[config.mk]
export PLATFORM = sky130hd
export DESIGN_NAME = pitch_sched_flat
export DESIGN_NICKNAME = d
export VERILOG_FILES = /design/src/rtl/pitch_sched_if.sv /design/src/rtl/pitch_sched.sv /design/src/flat_wrapper.sv
export SDC_FILE = /design/constraint.sdc
export NUM_CORES = 1
export LEC_CHECK = 0
export CORE_MARGIN = 2
export CORE_UTILIZATION = 49
export DETAILED_ROUTE_END_ITERATION = 6
export PLACE_DENSITY = 0.81
export SLEW_MARGIN = 40
export SYNTH_ARGS = -nofsm -noshare
export SYNTH_HDL_FRONTEND = slang
export SYNTH_SLANG_ARGS = --single-unit
[constraint.sdc]
create_clock -name Clk -period 6.3 [get_ports Clk]
set_clock_uncertainty 0.2 [all_clocks]
set_input_delay 1.26 -clock Clk [delete_from_list [all_inputs] [get_ports Clk]]
set_output_delay 1.26 -clock Clk [all_outputs]
set_load 0.03 [all_outputs]
[src/rtl/pitch_sched_if.sv]
// Signal bundle for pitch_sched: sample stream in/out, status strobes and the
// external pitch-RAM port.
interface pitch_sched_if #(
  parameter int ADDR_W = 8,
  parameter int DATA_W = 32
);
  logic              sample_valid;
  logic [DATA_W-1:0] data_in;
  logic [9:0]        step;
  logic              bypass;
  logic              ram_wren;
  logic [ADDR_W-1:0] ram_wraddr;
  logic [ADDR_W-1:0] ram_rdaddr;
  logic [DATA_W-1:0] ram_data;
  logic [DATA_W-1:0] ram_q;
  logic [DATA_W-1:0] data_out;
  logic              out_valid;
  logic              busy;
  logic              splice;
  logic              overrun;

  modport master (
    output sample_valid, data_in, step, bypass, ram_q,
    input  ram_wren, ram_wraddr, ram_rdaddr, ram_data,
    input  data_out, out_valid, busy, splice, overrun
  );

  modport slave (
    input  sample_valid, data_in, step, bypass, ram_q,
    output ram_wren, ram_wraddr, ram_rdaddr, ram_data,
    output data_out, out_valid, busy, splice, overrun
  );
endinterface

[src/rtl/pitch_sched.sv]
// Ring-buffer pitch shifter scheduler: writes each sample at wp, reads at the
// fractional pointer rp, and splices rp by half a buffer when it nears wp.
module pitch_sched #(
  parameter int ADDR_W = 8,
  parameter int DATA_W = 32,
  parameter int RD_LAT = 2,
  parameter int GUARD  = 8
) (
  input  logic        Clk,
  input  logic        reset,
  pitch_sched_if.slave bus
);
  localparam int RPW = ADDR_W + 8;
  localparam int CW  = (RD_LAT > 1) ? $clog2(RD_LAT) : 1;
  localparam logic [ADDR_W:0]   G_LO = (ADDR_W+1)'(GUARD);
  localparam logic [ADDR_W:0]   G_HI = (ADDR_W+1)'((2**ADDR_W) - GUARD);
  localparam logic [ADDR_W-1:0] HALF = {1'b1, {(ADDR_W-1){1'b0}}};

  typedef enum logic [1:0] {IDLE, ISSUE, WAIT, OUT} state_t;

  state_t            state;
  logic [ADDR_W-1:0] wp;
  logic [RPW-1:0]    rp;
  logic [CW-1:0]     cnt;
  logic              byp_l;
  logic [9:0]        step_l;

  logic [9:0]        step_c;
  logic [ADDR_W-1:0] wp_n;
  logic [RPW-1:0]    rp_n;
  logic [ADDR_W-1:0] d;
  logic              guard_hit;

  always_comb begin
    step_c = bus.step;
    if (bus.step < 10'h040)
      step_c = 10'h040;
    else if (bus.step > 10'h200)
      step_c = 10'h200;
    wp_n      = wp + 1'b1;
    rp_n      = rp + RPW'(step_l);
    d         = wp_n - rp_n[RPW-1:8];
    guard_hit = ({1'b0, d} < G_LO) || ({1'b0, d} > G_HI);
  end

  // Overrun must flag the offending strobe in its own cycle, so it is not registered.
  assign bus.overrun = bus.sample_valid & bus.busy;

  always_ff @(posedge Clk or posedge reset) begin
    if (reset) begin
      state          <= IDLE;
      wp             <= '0;
      rp             <= {1'b1, {(RPW-1){1'b0}}};
      cnt            <= '0;
      byp_l          <= 1'b0;
      step_l         <= 10'h100;
      bus.ram_wren   <= 1'b0;
      bus.ram_wraddr <= '0;
      bus.ram_rdaddr <= '0;
      bus.ram_data   <= '0;
      bus.data_out   <= '0;
      bus.out_valid  <= 1'b0;
      bus.busy       <= 1'b0;
      bus.splice     <= 1'b0;
    end else begin
      bus.out_valid <= 1'b0;
      bus.splice    <= 1'b0;
      unique case (state)
        IDLE: begin
          if (bus.sample_valid) begin
            byp_l          <= bus.bypass;
            step_l         <= step_c;
            bus.ram_wren   <= 1'b1;
            bus.ram_wraddr <= wp;
            bus.ram_rdaddr <= rp[RPW-1:8];
            bus.ram_data   <= bus.data_in;
            bus.busy       <= 1'b1;
            state          <= ISSUE;
          end
        end
        ISSUE: begin
          bus.ram_wren <= 1'b0;
          cnt          <= '0;
          state        <= WAIT;
        end
        WAIT: begin
          if (cnt == CW'(RD_LAT - 1)) begin
            // ram_data still holds the accepted sample, so it doubles as the dry path.
            bus.data_out  <= byp_l ? bus.ram_data : bus.ram_q;
            bus.out_valid <= 1'b1;
            wp            <= wp_n;
            rp            <= guard_hit ? {rp_n[RPW-1:8] - HALF, rp_n[7:0]} : rp_n;
            bus.splice    <= guard_hit;
            state         <= OUT;
          end else begin
            cnt <= cnt + 1'b1;
          end
        end
        OUT: begin
          bus.busy <= 1'b0;
          state    <= IDLE;
        end
        default: state <= IDLE;
      endcase
    end
  end
endmodule
[src/flat_wrapper.sv]
// flat-port wrapper written by rule: the top's interface ports become plain ports
module pitch_sched_flat 
#(
  parameter int ADDR_W = 8,
  parameter int DATA_W = 32,
  parameter int RD_LAT = 2,
  parameter int GUARD  = 8
)
  (Clk, reset, bus_sample_valid, bus_data_in, bus_step, bus_bypass, bus_ram_q, bus_ram_wren, bus_ram_wraddr, bus_ram_rdaddr, bus_ram_data, bus_data_out, bus_out_valid, bus_busy, bus_splice, bus_overrun);
  pitch_sched_if #(.ADDR_W(ADDR_W), .DATA_W(DATA_W)) bus_i ();
  input  logic Clk;
  input  logic reset;
  input wire logic [$bits(bus_i.sample_valid)-1:0] bus_sample_valid;
  input wire logic [$bits(bus_i.data_in)-1:0] bus_data_in;
  input wire logic [$bits(bus_i.step)-1:0] bus_step;
  input wire logic [$bits(bus_i.bypass)-1:0] bus_bypass;
  input wire logic [$bits(bus_i.ram_q)-1:0] bus_ram_q;
  output wire logic [$bits(bus_i.ram_wren)-1:0] bus_ram_wren;
  output wire logic [$bits(bus_i.ram_wraddr)-1:0] bus_ram_wraddr;
  output wire logic [$bits(bus_i.ram_rdaddr)-1:0] bus_ram_rdaddr;
  output wire logic [$bits(bus_i.ram_data)-1:0] bus_ram_data;
  output wire logic [$bits(bus_i.data_out)-1:0] bus_data_out;
  output wire logic [$bits(bus_i.out_valid)-1:0] bus_out_valid;
  output wire logic [$bits(bus_i.busy)-1:0] bus_busy;
  output wire logic [$bits(bus_i.splice)-1:0] bus_splice;
  output wire logic [$bits(bus_i.overrun)-1:0] bus_overrun;
  assign bus_i.sample_valid = bus_sample_valid;
  assign bus_i.data_in = bus_data_in;
  assign bus_i.step = bus_step;
  assign bus_i.bypass = bus_bypass;
  assign bus_i.ram_q = bus_ram_q;
  assign bus_ram_wren = bus_i.ram_wren;
  assign bus_ram_wraddr = bus_i.ram_wraddr;
  assign bus_ram_rdaddr = bus_i.ram_rdaddr;
  assign bus_ram_data = bus_i.ram_data;
  assign bus_data_out = bus_i.data_out;
  assign bus_out_valid = bus_i.out_valid;
  assign bus_busy = bus_i.busy;
  assign bus_splice = bus_i.splice;
  assign bus_overrun = bus_i.overrun;
  pitch_sched #(.ADDR_W(ADDR_W), .DATA_W(DATA_W), .RD_LAT(RD_LAT), .GUARD(GUARD)) u_core (.Clk(Clk), .reset(reset), .bus(bus_i));
endmodule
## After elaboration in Yosys (flattened, before gate mapping)

Cells that the tools add are included.

| storage, ports and cells | value |
|---|---|
| register bits | 122 |
| bits of input ports | 78 |
| output and inout bits | 85 |
| word-level logic and storage cells | 55 |

| operators by class | value |
|---|---|
| add/sub/neg operators | 5 |
| order comparisons | 4 |
| equality and inequality tests | 5 |
| mux-type cells | 16 |
| bitwise logic cells | 1 |
| reduce and logical (&&, ||, !) cells | 10 |

Operators with widths:

| cell | count |
|---|---|
| $mux W32 | 1 |
| $mux W10 | 2 |
| $add A16 B10 Y16 | 1 |
| $mux W16 | 1 |
| $gt A10 B10 Y1 const B | 1 |
| $lt A10 B7 Y1 const B | 1 |
| $reduce_and A2 Y1 | 5 |
| $add A8 B1 Y8 const B | 1 |
| $gt A8 B8 Y1 const B | 1 |
| $lt A8 B4 Y1 const B | 1 |
| $pmux W2 S4 | 1 |
| $sub A8 B8 Y8 | 1 |
| $sub A8 B8 Y8 const B | 1 |
| $mux W1 | 6 |
| $pmux W1 S2 | 3 |
| $reduce_bool A2 Y1 | 3 |
| $eq A2 B2 Y1 const B | 2 |
| $mux W2 | 2 |
| $eq A2 B1 Y1 const B | 1 |
| $logic_not A2 Y1 | 1 |
| $ne A2 B1 Y1 const B | 1 |
| $ne A2 B2 Y1 const B | 1 |
| $add A1 B1 Y1 const B | 1 |
| $and A1 B1 Y1 | 1 |
| $logic_or A1 B1 Y1 | 1 |

## Depth between registers and ports, before layout

| logic depth | value |
|---|---|
| depth in word-level cells | 6 |
| gate-level depth with buffers | 19 |
| gate-level depth less buffers | 19 |

## Least setup slack after synthesis

OpenSTA, ideal clock, no wires.

| timing path | value |
|---|---|
| path type | reg-to-reg |
| start | register u_core.step_l[0] |
| end | register u_core.rp[15] |
| library setup time | 0.075 ns |
| arrival time | 4.259 ns |
| setup slack | 1.766 ns |
| stages on the path, launching flop included | 19 |
| path buffers | 0 |
| period minus slack after synthesis | 4.534 ns |
| cell sequence | dfrtp_1 -> ha_1 -> fa_1 -> a211oi_2 -> o21bai_1 -> a21oi_1 -> o21bai_1 -> a21oi_1 -> xnor2_1 -> ha_1 -> fa_1 -> o311ai_1 -> a221oi_2 -> nor2_1 -> nor3_1 -> or4_4 -> mux2i_2 -> mux2i_1 -> xnor2_1 |

| between the ends | value |
|---|---|
| longest elaborated chain between the ends | 5 |
| elaborated cells between the ends (all ways) | 7 |

Ends and longest elaborated chain:

| item | line | text |
|---|---|---|
| start: declaration | pitch_sched.sv:26 | `logic [9:0] step_l;` |
| start signal: assignment | pitch_sched.sv:72 | `step_l <= step_c;` |
| $add A16 B10 Y16 (*) | pitch_sched.sv:41 | `rp_n = rp + RPW'(step_l);` |
| named net u_core.rp_n[8] | pitch_sched.sv:30 | `logic [RPW-1:0] rp_n;` |
| $sub A8 B8 Y8 | pitch_sched.sv:42 | `d = wp_n - rp_n[RPW-1:8];` |
| $lt A8 B4 Y1 or $gt A8 B8 Y1 (tied branches) | pitch_sched.sv:43 | `guard_hit = ({1'b0, d} < G_LO) \|\| ({1'b0, d} > G_HI);` |
| $logic_or A1 B1 Y1 | pitch_sched.sv:43 |  |
| $mux W16 (*) | pitch_sched.sv:92 | `rp <= guard_hit ? {rp_n[RPW-1:8] - HALF, rp_n[7:0]} : rp_n;` |
| end signal: assignment | pitch_sched.sv:53 | `rp <= {1'b1, {(RPW-1){1'b0}}};` |
| end signal: assignment | pitch_sched.sv:92 |  |
| end: declaration | pitch_sched.sv:23 | `logic [RPW-1:0] rp;` |

The timed path passes the listed nets; every way through them passes the cells marked *.
A chain may end at the register's enable or synchronous reset.

## Worst setup path after layout

Same ends and word-level chain as after synthesis.

==> impl_metrics.py <==
metrics = {
    "power_and_ir_drop": {
        "p_leak_nw": 3.75,
        "power_density_mw_per_mm2": 568,
        "ir_worst_vdd_v": 0.000333,
    },
    "floorplan": {
        "die_y_um": 116,
        "die_x_um": 116,
        "rows": 40,
        "core_area_mm2": 0.0121,
        "start_util_pct": 50.7,
        "die_area_mm2": 0.0134,
        "io_pins": 163,
    },
    "route": {
        "route.vias.total": 4875,
        "wl_per_cell_um": 16.9,
        "first_pass_iters": 4,
        "drt_iter0_markers": 227,
        "antenna_left": 0,
        "drt-vias-per-instance": 5.39,
        "wl_mm": 15.3,
        "drc": 0,
    },
    "timing": {
        "rsz0062_at_grt": "false",
        "fin_tns_setup_ns": 0,
        "hold_violations": 0,
        "setup_viol": 0,
        "tightest_slew_ns": 0.678,
        "max_freq_ghz": 0.200,
        "period_minus_slack_ns": 4.99,
        "max_slew_margin_pct": 54.6,
        "finalCritPeriodShare_pct": 79.2,
        "slew_violations": 0,
    },
    "place": {
        "gp_congestion": 0.842,
        "dpl_cell_area_mm2": 0.00791,
        "portBuffers": 162,
        "hpwlAfterDp_mm": 10.9,
    },
    "clock_tree": {
        "cts_tree": "yes",
        "cts-buffers-inserted": 17,
        "cts_max_level": 4,
        "post_cts_buffers": 0,
        "cts.sinks": 122,
        "clk-insertion-delay-late_ns": 0.42,
        "path_clk_slew_ns": 0.05,
        "cts-root-buf": "clkbuf_16",
        "cts.repair.resized": 0,
        "ctsHoldBuffers": 0,
        "cts_buffer_depth": 2,
    },
    "logic_synthesis": {
        "synthArstFlopShare_pct": 100,
        "synth_top_flop_cell": "dfrtp_1",
        "yosys.cell_types.count": 59,
        "postSynthCellCount": 563,
        "syn-num-nets": 661,
        "ys_seq_area_share_pct": 49.8,
        "ys_warn_count": 0,
        "synth_edf_count": 0,
        "synth.avg_cell_area_um2": 10.9,
        "syn_area_mm2": 0.00614,
        "ys_ff_latch": 122,
    },
    "grt": {
        "grt_overflow": 0,
        "grt_pass1_vias": 5194,
        "grtUsageTotal_pct": 24.2,
        "grt_pass1_wl_mm": 25.0,
        "grt_max_degree": 87,
        "antenna_found_initial": 0,
    },
    "setup_path": {
        "crit_type": "register to register",
        "crit_chain": "ha_1, fa_1, a211oi_2, o21bai_1, a21oi_1, o21bai_1, a21oi_1, xnor2_1, ha_1, fa_1, o311ai_1, a221oi_2, nor2_1, nor3_1, or4_4, mux2i_2, mux2i_1, xnor2_1",
        "worstSetupStartpointType": "register",
        "worstSetupEndpointType": "register",
        "cp.required_ns": 6.45,
        "worst_ep_arrival_time_ns": 5.14,
        "path_max_fanout": 3,
        "cpMaxStageDelayCell": "or4_4",
        "critPathMaxStageDelay_ns": 0.51,
    },
    "finish": {
        "fillers": 909,
        "syn_to_final_growth_pct": 38.4,
        "multi_input_area_mm2": 0.00294,
        "ff_latch_area_mm2": 0.00306,
        "final_area_mm2": 0.00849,
        "nets": 821,
        "antenna_cells": 0,
        "drive_above_1_share_pct": 14.5,
    },
    "run": {
        "cap_viol_max_count": 0,
    },
    "status": {
        "outcome": "finished clean",
    },
    "worst_hold_path": {
        "holdCritPathClass": "register to register",
    },
}
## where the power goes
part / leakage, nW / switching, mW / total, mW / internal [mW]
clock network: 0.274 / 0.348 / 0.930 / 0.582
logic: 1.95 / 1.39 / 2.49 / 1.10
registers: 1.52 / 0.291 / 1.41 / 1.12
total: 3.75 / 2.03 / 4.83 / 2.80
## placed cells by master (no fill, tap or decap), types with 5 or more instances in the layout
cell type        count
mux2_2              50
inv_1               12
ha_1                18
clkbuf_16           17
mux2i_1             39
nor3_1               5
a21oi_1             16
a22o_1               5
nand3_1             10
nand2b_1             5
xor2_1              14
nand2_1             75
o21ai_0             57
nor2_1              25
clkdlybuf4s50_1    162
xnor2_1             22
dfrtp_1            119
## final timing paths
| kind | cells past startpoint | slack (ns) | from | end |
|---|---|---|---|---|
| min in group asynchronous | 2 | 1.13 | reset | u_core.bus.data_out[8]$_DFFE_PP0P_ |
| worst max-delay path | 18 | 1.31 | u_core.step_l[0]$_DFFE_PP0P_ | u_core.rp[15]$_DFFE_PP1P_ |
| worst min register to register | 2 | 0.28 | u_core.bus.data_out[17]$_DFFE_PP0P_ | u_core.bus.data_out[17]$_DFFE_PP0P_ |
| worst max register to register | 18 | 1.31 | u_core.step_l[0]$_DFFE_PP0P_ | u_core.rp[15]$_DFFE_PP1P_ |
| max in group asynchronous | 3 | 3.83 | reset | u_core.byp_l$_DFFE_PP0P_ |
| worst min-delay path | 2 | 0.28 | u_core.bus.data_out[17]$_DFFE_PP0P_ | u_core.bus.data_out[17]$_DFFE_PP0P_ |
## cell type report
class	instances	share of cell area, %
Clock buffer	22	5.70
Clock inverter	10	1.09
Inverter	14	0.707
Multi-Input combinational cell	403	34.6
Sequential cell	122	36.0
Tap cell	168	2.48
Timing Repair Buffer	165	19.4
## kinds of logic (layout without fill, tap and decap cells)
kind of cell    count (synthesis)  count (layout)  synth area share [%]
fa+ha+maj                      20              20                  4.32
compound gates                112             112                  11.7
buf+inv                        38             211                  2.36
xor+xnor                       36              36                  5.14
simple gates                  145             145                  10.9
mux                            90              90                  15.8
flops                         122             122                  49.8
## critical path, delay by kind of cell, from the launching register on
kind	cells	cell delay [ns]
flops	1	0.38
fa+ha+maj	4	1.35
xor+xnor	2	0.25
mux	2	0.47
compound gates	7	1.55
simple gates	3	0.73
## registers in the layout, indices dropped and copies added, names as in the netlist
| register | count |
|---|---|
| u_core.cnt | 1 |
| u_core.bus.data_out | 32 |
| u_core.step_l | 10 |
| u_core.rp | 16 |
| u_core.bus.ram_wraddr | 8 |
| u_core.wp | 8 |
| u_core.bus.busy | 1 |
| u_core.bus.ram_rdaddr | 8 |
| u_core.bus.ram_data | 32 |
| u_core.state | 2 |
| u_core.bus.ram_wren | 1 |
| u_core.bus.splice | 1 |
| u_core.byp_l | 1 |
| u_core.bus.out_valid | 1 |
## through the flow
step                      hold slack [ns]  instances  utilization, %  power, mW  worst slack [ns]
after detailed placement            0.269        872            65.3       3.88              1.37
after CTS                           0.281        904            70.1       4.84              1.35
after floorplan                     0.250        563               -       3.01              1.60
after global placement              0.261        872            65.3       3.78              1.55
after global routing                0.299        904            70.1       5.12              1.04
final                               0.277        904            70.1       4.83              1.31
## cells in the mapped netlist, drive strengths merged (2+ instances only)
cell     number  area share (%)
ha           18             3.7
dfstp         2            0.86
nand3        11             1.1
mux2         50             9.2
a22o          5            0.71
a31oi         3            0.55
o21a          3            0.39
xor2         14             2.0
and3          4            0.41
o2bb2ai       2            0.29
mux2i        40             6.6
inv          13            0.80
or2           2            0.29
and2          4            0.41
dfrtp       120              49
nand4         3            0.31
nor3          5            0.41
nand2b        5            0.51
buf           5            0.35
nor2         25             1.5
nor4          3            0.41
a21oi        17             1.4
a21o          2            0.27
clkbuf       19             1.2
o21ai        59             4.9
xnor2        22             3.1
nand2        77             4.7
or4           3            0.49
fa            2            0.65
o21bai        4            0.49
o41ai         3            0.43
a211oi        2            0.41
## metal layers
metal / share of wire, % / global-route usage (%)
met1: 39 / 26.5
met2: 50 / 41.1
met3: 8.5 / 10.9
met4: 2.1 / 9.76
met5: 0 / 0
Note: power is estimated with default switching activity, not from simulation.
